<file path="src/rtl/ring_seq_pkg.sv">
// Shared types and constants for the ring/Johnson step sequencer.
// Holds the sequencing mode enum and the seven-segment glyph table.
package ring_seq_pkg;

    typedef enum logic {
        RING    = 1'b0,
        JOHNSON = 1'b1
    } mode_t;

    localparam logic [7:0] SEG_BLANK = 8'h00;

    // Segment order is {g,f,e,d,c,b,a}; dp is appended by the decoder.
    localparam logic [6:0] SEG_GLYPH [16] = '{
        7'h3F, 7'h06, 7'h5B, 7'h4F,
        7'h66, 7'h6D, 7'h7D, 7'h07,
        7'h7F, 7'h6F, 7'h77, 7'h7C,
        7'h39, 7'h5E, 7'h79, 7'h71
    };

    function automatic logic [7:0] hex_glyph(
        input logic [3:0] hex,
        input logic       dp
    );
        return {dp, SEG_GLYPH[hex]};
    endfunction

endpackage

</file>
<file path="src/rtl/ring_sequencer_seg7.sv">
// Hex digit to seven-segment decoder for the sequencer step index.
// Blanks the whole display, dp included, while the pattern is invalid.
module seg7_hex_decoder
    import ring_seq_pkg::*;
(
    input  logic [3:0] hex,
    input  logic       valid,
    input  logic       dp,
    output logic [7:0] seg
);

    always_comb begin
        seg = SEG_BLANK;
        if (valid) begin
            seg = hex_glyph(hex, dp);
        end
    end

endmodule

</file>
<file path="src/rtl/ring_sequencer.sv">
// One-hot / Johnson step sequencer with load, enable, direction and self-correction.
// Define RING_SEQ_SEG_EN to build the seven-segment hex decoder on seg.
module ring_sequencer
    import ring_seq_pkg::*;
#(
    parameter  int NBITS = 4,
    localparam int POS_W = $clog2(2 * NBITS)
) (
    input  logic             clk_2,
    input  logic             reset,
    input  logic             en,
    input  logic             dir,
    input  logic             mode,
    input  logic             load,
    input  logic [NBITS-1:0] load_value,
    output logic [NBITS-1:0] count,
    output logic [POS_W-1:0] pos,
    output logic             valid,
    output logic             wrap,
    output logic [7:0]       seg
);

    localparam logic [NBITS-1:0] LSB_ONLY = NBITS'(1);
    localparam logic [NBITS-1:0] MSB_ONLY = {1'b1, {(NBITS-1){1'b0}}};
    localparam logic [POS_W-1:0] N_POS    = POS_W'(NBITS);

    mode_t            md;
    logic [POS_W-1:0] ones;
    logic [POS_W-1:0] edges;
    logic [POS_W-1:0] ring_idx;
    logic [POS_W-1:0] john_pos;
    logic             ring_ok;
    logic             john_ok;
    logic [NBITS-1:0] step;
    logic             wrap_hit;

    assign md = mode_t'(mode);

    always_comb begin
        ones     = '0;
        edges    = '0;
        ring_idx = '0;
        for (int i = 0; i < NBITS; i++) begin
            ones = ones + POS_W'(count[i]);
            if (count[i]) begin
                ring_idx = POS_W'(i);
            end
        end
        for (int i = 0; i < NBITS - 1; i++) begin
            edges = edges + POS_W'(count[i] ^ count[i+1]);
        end
    end

    assign ring_ok = (ones == POS_W'(1));
    assign john_ok = (edges <= POS_W'(1));
    assign valid   = (md == JOHNSON) ? john_ok : ring_ok;

    // Upper half of the Johnson cycle counts the zeros shifted in after all-ones.
    assign john_pos = count[NBITS-1] ? (N_POS + (N_POS - ones)) : ones;

    always_comb begin
        pos = '0;
        if (valid) begin
            pos = (md == JOHNSON) ? john_pos : ring_idx;
        end
    end

    always_comb begin
        step     = '0;
        wrap_hit = 1'b0;
        if (!valid) begin
            if (md == RING) begin
                step = dir ? MSB_ONLY : LSB_ONLY;
            end
        end else if (md == RING) begin
            if (dir) begin
                step     = {count[0], count[NBITS-1:1]};
                wrap_hit = count[0];
            end else begin
                step     = {count[NBITS-2:0], count[NBITS-1]};
                wrap_hit = count[NBITS-1];
            end
        end else begin
            if (dir) begin
                step     = {~count[0], count[NBITS-1:1]};
                wrap_hit = (count == '0);
            end else begin
                step     = {count[NBITS-2:0], ~count[NBITS-1]};
                wrap_hit = (count == MSB_ONLY);
            end
        end
    end

    always_ff @(posedge clk_2 or posedge reset) begin
        if (reset) begin
            count <= '0;
            wrap  <= 1'b0;
        end else if (load) begin
            count <= load_value;
            wrap  <= 1'b0;
        end else if (en) begin
            count <= step;
            wrap  <= wrap_hit;
        end else begin
            wrap  <= 1'b0;
        end
    end

`ifdef RING_SEQ_SEG_EN
    logic [3:0] hex;

    assign hex = 4'(pos);

    seg7_hex_decoder u_seg (
        .hex   (hex),
        .valid (valid),
        .dp    (dir),
        .seg   (seg)
    );
`else
    assign seg = SEG_BLANK;
`endif

endmodule
</file>
<file path="config.mk">
export PLATFORM = sky130hd
export DESIGN_NAME = ring_sequencer
export DESIGN_NICKNAME = d
export VERILOG_FILES = /design/src/rtl/ring_seq_pkg.sv /design/src/rtl/ring_sequencer_seg7.sv /design/src/rtl/ring_sequencer.sv
export SDC_FILE = /design/constraint.sdc
export NUM_CORES = 1
export LEC_CHECK = 0
export CAP_MARGIN = 20
export CORE_MARGIN = 4
export CORE_UTILIZATION = 46
export CTS_CLUSTER_SIZE = 8
export DETAILED_ROUTE_END_ITERATION = 10
export GPL_ROUTABILITY_DRIVEN = 0
export PLACE_DENSITY_LB_ADDON = 0.15
export SLEW_MARGIN = 15
export SYNTH_ARGS = -nofsm -noshare
export SYNTH_HDL_FRONTEND = slang
export SYNTH_SLANG_ARGS = --single-unit
</file>
<file path="constraint.sdc">
create_clock -name clk_2 -period 10.7 [get_ports clk_2]
set_input_delay 3.21 -clock clk_2 [delete_from_list [all_inputs] [get_ports clk_2]]
set_output_delay 3.21 -clock clk_2 [all_outputs]
set_load 0.005 [all_outputs]
</file>
# ---- Word-level counts from Yosys, hierarchy flattened
# Cells that the tools add are included.
dict set report totals {
  reg_bits 5
  inputBits 10
  out_inout_bits 17
  elab_cells 40
}
dict set report classes {
  add_sub_neg 7
  order_cmp 1
  eq_ne 2
  mux 21
  bitwise_logic 5
  reduce_logical 2
}
# op count
set op_table {}
lappend op_table {{4-bit two-way mux} 8}
lappend op_table {{3-bit two-way mux} 3}
lappend op_table {{1-bit two-way mux} 8}
lappend op_table {{2-bit by 1-bit adder with 3-bit output} 2}
lappend op_table {{1-bit by 1-bit adder with 2-bit output} 2}
lappend op_table {{4-bit == test, second input constant} 1}
lappend op_table {{4-bit zero test} 1}
lappend op_table {{2-bit two-way mux} 2}
lappend op_table {{3-bit by 1-bit adder with 3-bit output} 1}
lappend op_table {{3-bit adder, first input constant} 1}
lappend op_table {{3-bit by 1-bit == test with 1-bit output, second input constant} 1}
lappend op_table {{3-bit by 1-bit <= comparator with 1-bit output, second input constant} 1}
lappend op_table {{3-bit subtractor, first input constant} 1}
lappend op_table {{1-bit bitwise XOR} 3}
lappend op_table {{1-bit inverter} 2}
lappend op_table {{2-bit nonzero test} 1}

# ---- Longest topological paths before layout
# Gate-level depths: netlist of run 1.
dict set report depth {
  ltp_word 8
  mapped_depth 12
  mapped_depth_nobuf 11
}

# ---- Worst setup path after synthesis of run 1
# No wires, ideal clock.
dict set report synth_path {
  kind {input to output}
  startpoint {input port mode}
  endpoint {output port pos[0]}
  arrival_ns 3.701
  required_time_ns 7.490
  slack_ns 3.789
  cell_stages 3
  n_path_buf 0
  path_cell_list {nand2b_2 o22ai_4 o311a_1}
}
dict set report synth_between {
  elab_chain_len 2
  word_cells_on_any_way 3
  cone_classes {mux: 3}
}
# item line
set synth_rtl {}
lappend synth_rtl {{start: declaration} ring_sequencer.sv:13} ;# input logic mode,
lappend synth_rtl {{1-bit two-way mux} ring_sequencer.sv:56} ;# assign valid = (md == JOHNSON) ? john_ok : ring_ok;
lappend synth_rtl {{via valid} ring_sequencer.sv:18} ;# output logic valid,
lappend synth_rtl {{3-bit two-way mux} ring_sequencer.sv:63} ;# if (valid) begin
lappend synth_rtl {{end: declaration} ring_sequencer.sv:17} ;# output logic [POS_W-1:0] pos,
# The timed path passes the listed nets, and every way through them passes these cells.

# ---- Worst setup path in the final report of run 1
dict set report layout_path {
  startpoint {input port mode}
  endpoint {output port pos[0]}
}
dict set report layout_between {
  elab_chain_len 2
  word_cells_on_any_way 3
  cone_classes {mux: 3}
}
# item line
set layout_rtl {}
lappend layout_rtl {{3-bit two-way mux or 1-bit two-way mux (tied branches)} {ring_sequencer.sv:64, ring_sequencer.sv:56}}
lappend layout_rtl {{3-bit two-way mux (*)} ring_sequencer.sv:63}
# Every way passes the cells marked *; elsewhere a longest branch is shown, timed or not.

==> results of run 1 <==
-- placed cells by master (no fill, tap or decap) --
master / count
a21oi_1: 6
a221oi_1: 3
a31oi_1: 1
and2_1: 1
clkbuf_1: 1
clkbuf_4: 3
clkdlybuf4s50_1: 18
conb_1: 8
dfrtp_1: 5
fa_1: 1
ha_1: 10
inv_1: 12
mux2_2: 2
mux2i_1: 4
nand2_1: 3
nand2b_2: 1
nand3b_1: 1
nor2_1: 6
nor2b_1: 1
nor2b_4: 1
nor3_1: 2
o211ai_1: 1
o211ai_2: 1
o21ai_0: 1
o22ai_4: 1
o311a_1: 1
or2b_2: 1
or4b_1: 1
xnor2_1: 2
xor2_1: 1
-- stage by stage --
| step | area, um2 | util [%] | hold slack, ns |
|---|---|---|---|
| 3_3_place_gp | 856 | 61.9 | 0.748 |
| 2_1_floorplan | 738 | - | 0.646 |
| 5_1_grt | 882 | 63.8 | 0.774 |
| 3_5_place_dp | 856 | 61.9 | 0.732 |
| 6_report | 882 | 63.8 | 0.745 |
| 4_1_cts | 882 | 63.8 | 0.737 |
-- layout make-up --
cell class	instances	area (um2)	share of cell area (%)
Clock buffer	4	26.3	2.98
Sequential cell	5	125	14.2
Multi-Input combinational cell	61	487	55.2
Timing Repair Buffer	18	180	20.4
Inverter	12	45.0	5.11
Tap cell	15	18.8	2.13
-- sequential cells by signal, indices dropped and copies added, names as in the netlist --
register  cells
wrap          1
count         4
-- kinds of logic (layout without fill, tap and decap cells) --
logic type | count (synthesis) | in the layout | synth area share, %
adder cells (fa/ha/maj) | 11 | 11 | 20.4
buffers and inverters | 24 | 34 | 17.7
flip-flops | 5 | 5 | 17.6
other | 1 | 8 | 0.527
AND/OR/NAND/NOR | 18 | 18 | 14.8
XOR/XNOR | 3 | 3 | 3.69
multiplexers | 6 | 6 | 8.79
AO/OA/AOI/OAI | 15 | 15 | 16.5
-- worst min-delay path by stage --
stage                                 endpoint  slack (ns)  cells after the start
final                     count[1]$_DFFE_PP0P_        0.74                      2
after global routing      count[3]$_DFFE_PP0P_        0.77                      2
after CTS                 count[1]$_DFFE_PP0P_        0.74                      2
after detailed placement  count[1]$_DFFE_PP0P_        0.73                      2
after global placement    count[1]$_DFFE_PP0P_        0.75                      2
after floorplan           count[1]$_DFFE_PP0P_        0.65                      2
-- power by group --
group          switching (mW)  internal, mW
logic                  0.0429        0.0516
clock network         0.00769        0.0141
registers             0.00534        0.0216
total                  0.0560        0.0873
-- worst max-delay path: stages --
cell	delay, ns
clkdlybuf4s50_1	0.79
nand2b_2	0.15
o22ai_4	0.27
o311a_1	0.22
clkdlybuf4s50_1	0.50
-- routing by layer --
| metal | global-route usage, % | vias to the layer above | share of wire (%) |
|---|---|---|---|
| met2 | 20.9 | 17 | 48 |
| li1 | - | 299 | - |
| met1 | 19.8 | 277 | 48 |
| met5 | 0 | - | 0 |
| met3 | 3.45 | 0 | 4.1 |
| met4 | 4.42 | 0 | 0 |
==> flow_summary.toml, run 1 <==
[timing]
finalWorstPathRequiredPeriod_ns = 8.35
final.setup_skew_ns = 0.00669
achievable-frequency_mhz = 120
timing.setup.tns_ns = 0
grt_setup_unrepaired = "false"
report.final.setup_viol = 0
worst_pin_slew_ns = 0.510
fin_ws_ns = 2.35
finalMaxSlewViolations = 0
relSlewSlack_pct = 65.9
hold_violations = 0
layout_worst_path_cycle_share_pct = 78.0

[critical_path]
cp.required_ns = 7.49
timing.critical_path.to_type = "output port"
worst-endpoint-arrival_ns = 5.14
reg2reg_to = "count[0]$_DFFE_PP0P_"
rr_worst_depth = 11
worst_setup_path_endpoint = "pos[0]"
startpoint = "mode"
setup.worst_path.class = "input pin to output port"
timing.critical_path.fanout_max = 12
worstReg2RegStart = "count[3]$_DFFE_PP0P_"
setup.worst_path.start_class = "input pin"
reg2reg_setup_slack_ns = 7.75

[floorplanning]
placeable_core_region_mm2 = 0.00138
number_of_top_level_design_ports = 27
start_util_pct = 51.5
die_w_um = 47.3
floorplan.die_area_mm2 = 0.00224
die_h_um = 47.3
placement_rows = 13

[global_routing]
grt_overflow = 0
grt_start_max_net_pins = 13
antenna_found_initial = 0
grtUsageTotal_pct = 14.0
number_of_global_route_vias_before_repair = 527
global_route_wire_length_before_repair_um = 2260

[synth]
synth_top_cells_by_area = "dfrtp_1 18%, ha_1 18%, buf_4 9.5%"
synthCells = 83
proportion_of_synthesized_chip_area_in_sequential_cells_pct = 17.6
async_flop_share_pct = 100
synth-main-ff-cell = "dfrtp_1"
synthesis.area_per_instance_um2 = 8.58
synth_edf_count = 0
synth_top_cell_area_share_pct = 17.6
synthDistinctLibCells = 30
post_synth_instance_area_um2 = 712
ys_warn_count = 0
synthTopCellsByCount = "12 x inv_1, 10 x ha_1, 9 x buf_4"
synth.ff_latch_count = 5
synth_largest_area_cell = "dfrtp_1"
post-synth-top-count-cell = "inv_1"

[drt]
route.detailed.drc = 0
detailroute.via_count = 593
drt_pass1_iterations = 4
detailed_route_wire_length_um = 1440
routed_via_count_divided_by_cell_count = 5.16
avgRoutedWirePerCell_um = 12.6
drt_iter0_markers = 13
route.antenna.remaining_nets = 0

[clock_network]
cts-resized-gates = 0
clock_insertion_delay_worst_skew_ns = 0.24
clock_sinks = 5
postCtsSetupBuffers = 0
cts_made_buffers = 3
cts.reportedPaths.clkPinSlew_ns = 0.04
clock-root-buffer = "clkbuf_4"
cts_max_path_buffers = 2
total_of_hold_buffers_inserted_after_clock_tree_synthesis = 0
maximum_level_of_the_cts_h_tree = 1
tritoncts_clock_tree = "done"

[place]
dp.final_hpwl_um = 1130
dp_slack_ns = 2.39
portBuffers = 18
numPlacedInstances = 111

[finish]
area.growth.synth_to_final_pct = 23.9
drive_above_1_share_pct = 10.0
n_antenna_cell = 0
num-fill-cells = 111
finalNonFillerCells = 115
final_nets = 122

[flow_run]
max_cap_viols = 0

[power_and_ir_drop]
power-per-cell-area_mw_per_mm2 = 162
total_leakage_power_nw = 0.430
max-vdd-ir-drop_mv = 0.114
totalPowerFinal_mw = 0.143

[min_path]
timing.hold.worst.class = "register to register"
min_from = "count[1]$_DFFE_PP0P_"

[run_status]
status = "complete, no violations"
(Power assumes the default switching activity.)
==> run 2: changes to the inputs <==
CORE_UTILIZATION = 43   (was 46)
clock period = 8.1 ns   (was 10.7 ns; I/O delays follow)
==> run 2 against run 1 <==
Effect of this change: setup slack lost 1.1 ns; non-clock buffer count is the same; first-iteration DRC count shrank 38%; critical path type unchanged; wire length grew 3.5%; register-to-register slack lost 2.6 ns; clock power grew 30%.
==> flow_summary.toml, run 2 (same netlist as run 1, synthesis figures left out) <==
[drt]
routed_via_count_divided_by_cell_count = 5.06
drt_iter0_markers = 8
route.detailed.drc = 0
detailroute.via_count = 587
avgRoutedWirePerCell_um = 12.9
detailed_route_wire_length_um = 1490
route.antenna.remaining_nets = 0
drt_pass1_iterations = 3

[critical_path]
timing.critical_path.to_type = "output port"
timing.critical_path.fanout_max = 12
cp.required_ns = 5.67
reg2reg_setup_slack_ns = 5.11
setup.worst_path.start_class = "input pin"
worst-endpoint-arrival_ns = 4.40
setup.worst_path.class = "input pin to output port"

[finish]
layout.area.seq_um2 = 125
n_antenna_cell = 0
multi_input_comb_area_um2 = 487
final_cell_mix = "18 x clkdlybuf4s50_1, 12 x inv_1, 10 x ha_1"
mostFrequentLayoutCell = "clkdlybuf4s50_1"
registers.top_by_ff_count = "count"
final_nets = 122
largest_reg_flops = 4
drive_above_1_share_pct = 10.0
area.growth.synth_to_final_pct = 24.1
num-fill-cells = 149
reg_top3 = "count x4, wrap x1"

[floorplanning]
die_w_um = 48.7
floorplan.die_area_mm2 = 0.00237
placement_rows = 14
number_of_top_level_design_ports = 27
die_h_um = 48.7
start_util_pct = 46.2
placeable_core_region_mm2 = 0.00154

[global_routing]
grt_overflow = 0
antenna_found_initial = 0
grt_start_max_net_pins = 13
global_route_wire_length_before_repair_um = 2550
grtUsageTotal_pct = 13.2
number_of_global_route_vias_before_repair = 587

[clock_network]
cts.reportedPaths.clkPinSlew_ns = 0.04
cts-resized-gates = 0
clock_insertion_delay_worst_skew_ns = 0.24
cts_max_path_buffers = 2
cts_made_buffers = 3
tritoncts_clock_tree = "done"
clock-root-buffer = "clkbuf_4"
clock_sinks = 5
postCtsSetupBuffers = 0
maximum_level_of_the_cts_h_tree = 1
total_of_hold_buffers_inserted_after_clock_tree_synthesis = 0

[power_and_ir_drop]
max-vdd-ir-drop_mv = 0.138
power-per-cell-area_mw_per_mm2 = 216
total_leakage_power_nw = 0.430

[timing]
whs_ns = 0.731
finalMaxSlewViolations = 0
timing.setup.tns_ns = 0
worst_pin_slew_ns = 0.531
report.final.setup_viol = 0
finalWorstPathRequiredPeriod_ns = 6.83
layout_worst_path_cycle_share_pct = 84.3
grt_setup_unrepaired = "false"
relSlewSlack_pct = 64.5
final.setup_skew_ns = 0.00354
achievable-frequency_mhz = 146
hold_violations = 0

[place]
dp.final_hpwl_um = 1170
portBuffers = 18

[flow_run]
max_cap_viols = 0

[min_path]
timing.hold.worst.class = "register to register"

[run_status]
status = "complete, no violations"
run 2: cell counts in the layout (fill, tap and decap cells not counted):
No cell type changed its count.
run 2: metrics by stage:
stage          instance area, um2  util [%]  power, mW  std cells  setup WS, ns
6_report                      883      57.3      0.191        116          1.27
5_1_grt                       883      57.3      0.210        116          1.17
4_1_cts                       883      57.3      0.192        116          1.29
3_5_place_dp                  857      55.6      0.162        112          1.31
3_3_place_gp                  857      55.6      0.158        112          1.35
2_1_floorplan                 738         -      0.121         90          2.75
run 2: worst paths after layout:
kind / cells past startpoint / endpoint / start
max: 5 / pos[0] / mode
max in group asynchronous: 2 / count[3]$_DFFE_PP0P_ / reset
max reg2reg: 11 / count[0]$_DFFE_PP0P_ / count[3]$_DFFE_PP0P_
min in group asynchronous: 2 / count[0]$_DFFE_PP0P_ / reset
min: 2 / count[1]$_DFFE_PP0P_ / count[1]$_DFFE_PP0P_
min reg2reg: 2 / count[1]$_DFFE_PP0P_ / count[1]$_DFFE_PP0P_
run 2: critical path, stage by stage:
cell	delay, ns
clkdlybuf4s50_1	0.80
nand2b_2	0.15
o22ai_4	0.29
o311a_1	0.22
clkdlybuf4s50_1	0.49
run 2: area by class of cell:
| class | count | area share (%) |
|---|---|---|
| Multi-Input combinational cell | 61 | 55.1 |
| Timing Repair Buffer | 18 | 20.4 |
| Sequential cell | 5 | 14.2 |
| Inverter | 12 | 5.10 |
| Clock buffer | 4 | 2.97 |
| Tap cell | 16 | 2.27 |
run 2: metal layers:
metal | GRT usage, % | wire, um | vias up
li1 | - | - | 296
met1 | 17.2 | 703 | 264
met2 | 20.2 | 684 | 25
met3 | 4.91 | 98 | 2
met4 | 3.59 | 8 | 0
met5 | 0 | 0 | -
run 2: report_power, final:
part           leakage [nW]  switching [mW]  internal, mW  total [mW]
Combinational         0.353          0.0586        0.0680       0.127
Clock                0.0150         0.00978        0.0186      0.0284
Sequential           0.0619         0.00704        0.0286      0.0356
Total                 0.430          0.0754         0.115       0.191
==> run 3: changes to the inputs <==
clock period = 6.55 ns   (was 8.1 ns; I/O delays follow)
==> run 3 against run 2 <==
Effect of this change: utilization up 0.49 points; setup slack worse by 0.37 ns; count of clock-buffer cells in the layout unchanged; final area up 0.85%; sequential share of layout area down 0.12 points; register-to-register slack worse by 1.5 ns; sequential power up 24%; critical path depth up 1; first-iteration DRC count down 50%; wire length up 0.94%.
==> flow_summary.toml, run 3 (same netlist as run 1, synthesis figures left out) <==
[finish]
num-fill-cells = 151
registers.top_by_ff_count = "count"
drive_above_1_share_pct = 10.9
final_nets = 123
largest_reg_flops = 4
layout.area.seq_um2 = 125
mostFrequentLayoutCell = "clkdlybuf4s50_1"
reg_top3 = "count x4, wrap x1"
final_cell_mix = "18 x clkdlybuf4s50_1, 12 x inv_1, 10 x ha_1"
n_antenna_cell = 0
multi_input_comb_area_um2 = 487
area.growth.synth_to_final_pct = 25.1
layout.cell_area.non_filler_um2 = 891

[clock_network]
cts_made_buffers = 3
maximum_level_of_the_cts_h_tree = 1
postCtsSetupBuffers = 0
clock_sinks = 5
cts_max_path_buffers = 2
tritoncts_clock_tree = "done"
total_of_hold_buffers_inserted_after_clock_tree_synthesis = 0
clock-root-buffer = "clkbuf_4"
cts.reportedPaths.clkPinSlew_ns = 0.04
cts-resized-gates = 0
clock_insertion_delay_worst_skew_ns = 0.24

[timing]
hold_violations = 0
achievable-frequency_mhz = 177
layout_worst_path_cycle_share_pct = 86.1
report.final.setup_viol = 0
finalMaxSlewViolations = 0
whs_ns = 0.741
timing.setup.tns_ns = 0
grt_setup_unrepaired = "false"
final.setup_skew_ns = 0.00282
finalWorstPathRequiredPeriod_ns = 5.64

[place]
detailed_place.area_um2 = 865
portBuffers = 18
dp.final_hpwl_um = 1190

[critical_path]
setup.worst_path.class = "input pin to output port"
startpoint = "mode"
reg2reg_setup_slack_ns = 3.59
cp.required_ns = 4.59
rr_worst_depth = 11
reg2reg_to = "count[0]$_DFFE_PP0P_"
timing.critical_path.fanout_max = 12
worst-endpoint-arrival_ns = 3.68
timing.critical_path.to_type = "output port"
worstReg2RegStart = "count[3]$_DFFE_PP0P_"
setup.worst_path.start_class = "input pin"

[global_routing]
global_route_wire_length_before_repair_um = 2550
grt_overflow = 0
grt_start_max_net_pins = 13
grtUsageTotal_pct = 13.4
antenna_found_initial = 0
number_of_global_route_vias_before_repair = 574

[drt]
drt_iter0_markers = 4
detailed_route_wire_length_um = 1510
routed_via_count_divided_by_cell_count = 5.07
drt_pass1_iterations = 4
route.detailed.drc = 0
avgRoutedWirePerCell_um = 12.9
detailroute.via_count = 593
route.antenna.remaining_nets = 0

[min_path]
min_from = "count[2]$_DFFE_PP0P_"
timing.hold.worst.class = "register to register"
worstHoldEndpoint = "count[3]$_DFFE_PP0P_"
min_delay_path_depth = 2

[power_and_ir_drop]
max-vdd-ir-drop_mv = 0.179
total_leakage_power_nw = 0.435
power-per-cell-area_mw_per_mm2 = 265

[floorplanning]
floorplan.die_area_mm2 = 0.00237
start_util_pct = 46.2
placeable_core_region_mm2 = 0.00154
die_w_um = 48.7
placement_rows = 14
die_h_um = 48.7
number_of_top_level_design_ports = 27

[run_status]
status = "complete, no violations"

[flow_run]
max_cap_viols = 0
[run 3: cell count changes in the layout (fill, tap and decap cells not counted), sizes merged]
cell	before	now
buf	0	1
[run 3: cell type report]
type	instances	share of cell area, %
Timing Repair Buffer	19	21.1
Tap cell	16	2.25
Sequential cell	5	14.0
Multi-Input combinational cell	61	54.6
Clock buffer	4	2.95
Inverter	12	5.06
[run 3: worst max-delay path, cell delays in order]
cell and delay, ns:
clkdlybuf4s50_1 0.46, buf_4 0.20, nand2b_2 0.10, o22ai_4 0.25, o311a_1 0.21, clkdlybuf4s50_1 0.49
[run 3: stage by stage]
stage / std cells / setup slack [ns] / total power, mW / util, %
after floorplan: 90 / 2.09 / 0.150 / -
after global placement: 113 / 0.924 / 0.196 / 56.1
after detailed placement: 113 / 0.908 / 0.202 / 56.1
after CTS: 117 / 0.891 / 0.240 / 57.8
after global routing: 117 / 0.794 / 0.260 / 57.8
final: 117 / 0.908 / 0.236 / 57.8
[run 3: worst max path at each step]
stage,endpoint,cells past startpoint
finish,pos[0],6
global route,pos[0],6
CTS,pos[0],6
detailed placement,pos[0],6
global placement,pos[0],6
floorplan,pos[0],11
[run 3: report_power, final]
group	switching [mW]	internal [mW]	leakage, nW
Sequential	0.00881	0.0353	0.0619
Clock	0.0123	0.0230	0.0150
Combinational	0.0717	0.0849	0.358
Total	0.0928	0.143	0.435
[run 3: routing by layer]
| layer | part of all wire, % | global-route usage (%) |
|---|---|---|
| met1 | 45 | 17.6 |
| met2 | 47 | 20.9 |
| met3 | 7.0 | 5.83 |
| met4 | 0.53 | 1.35 |
| met5 | 0 | 0 |
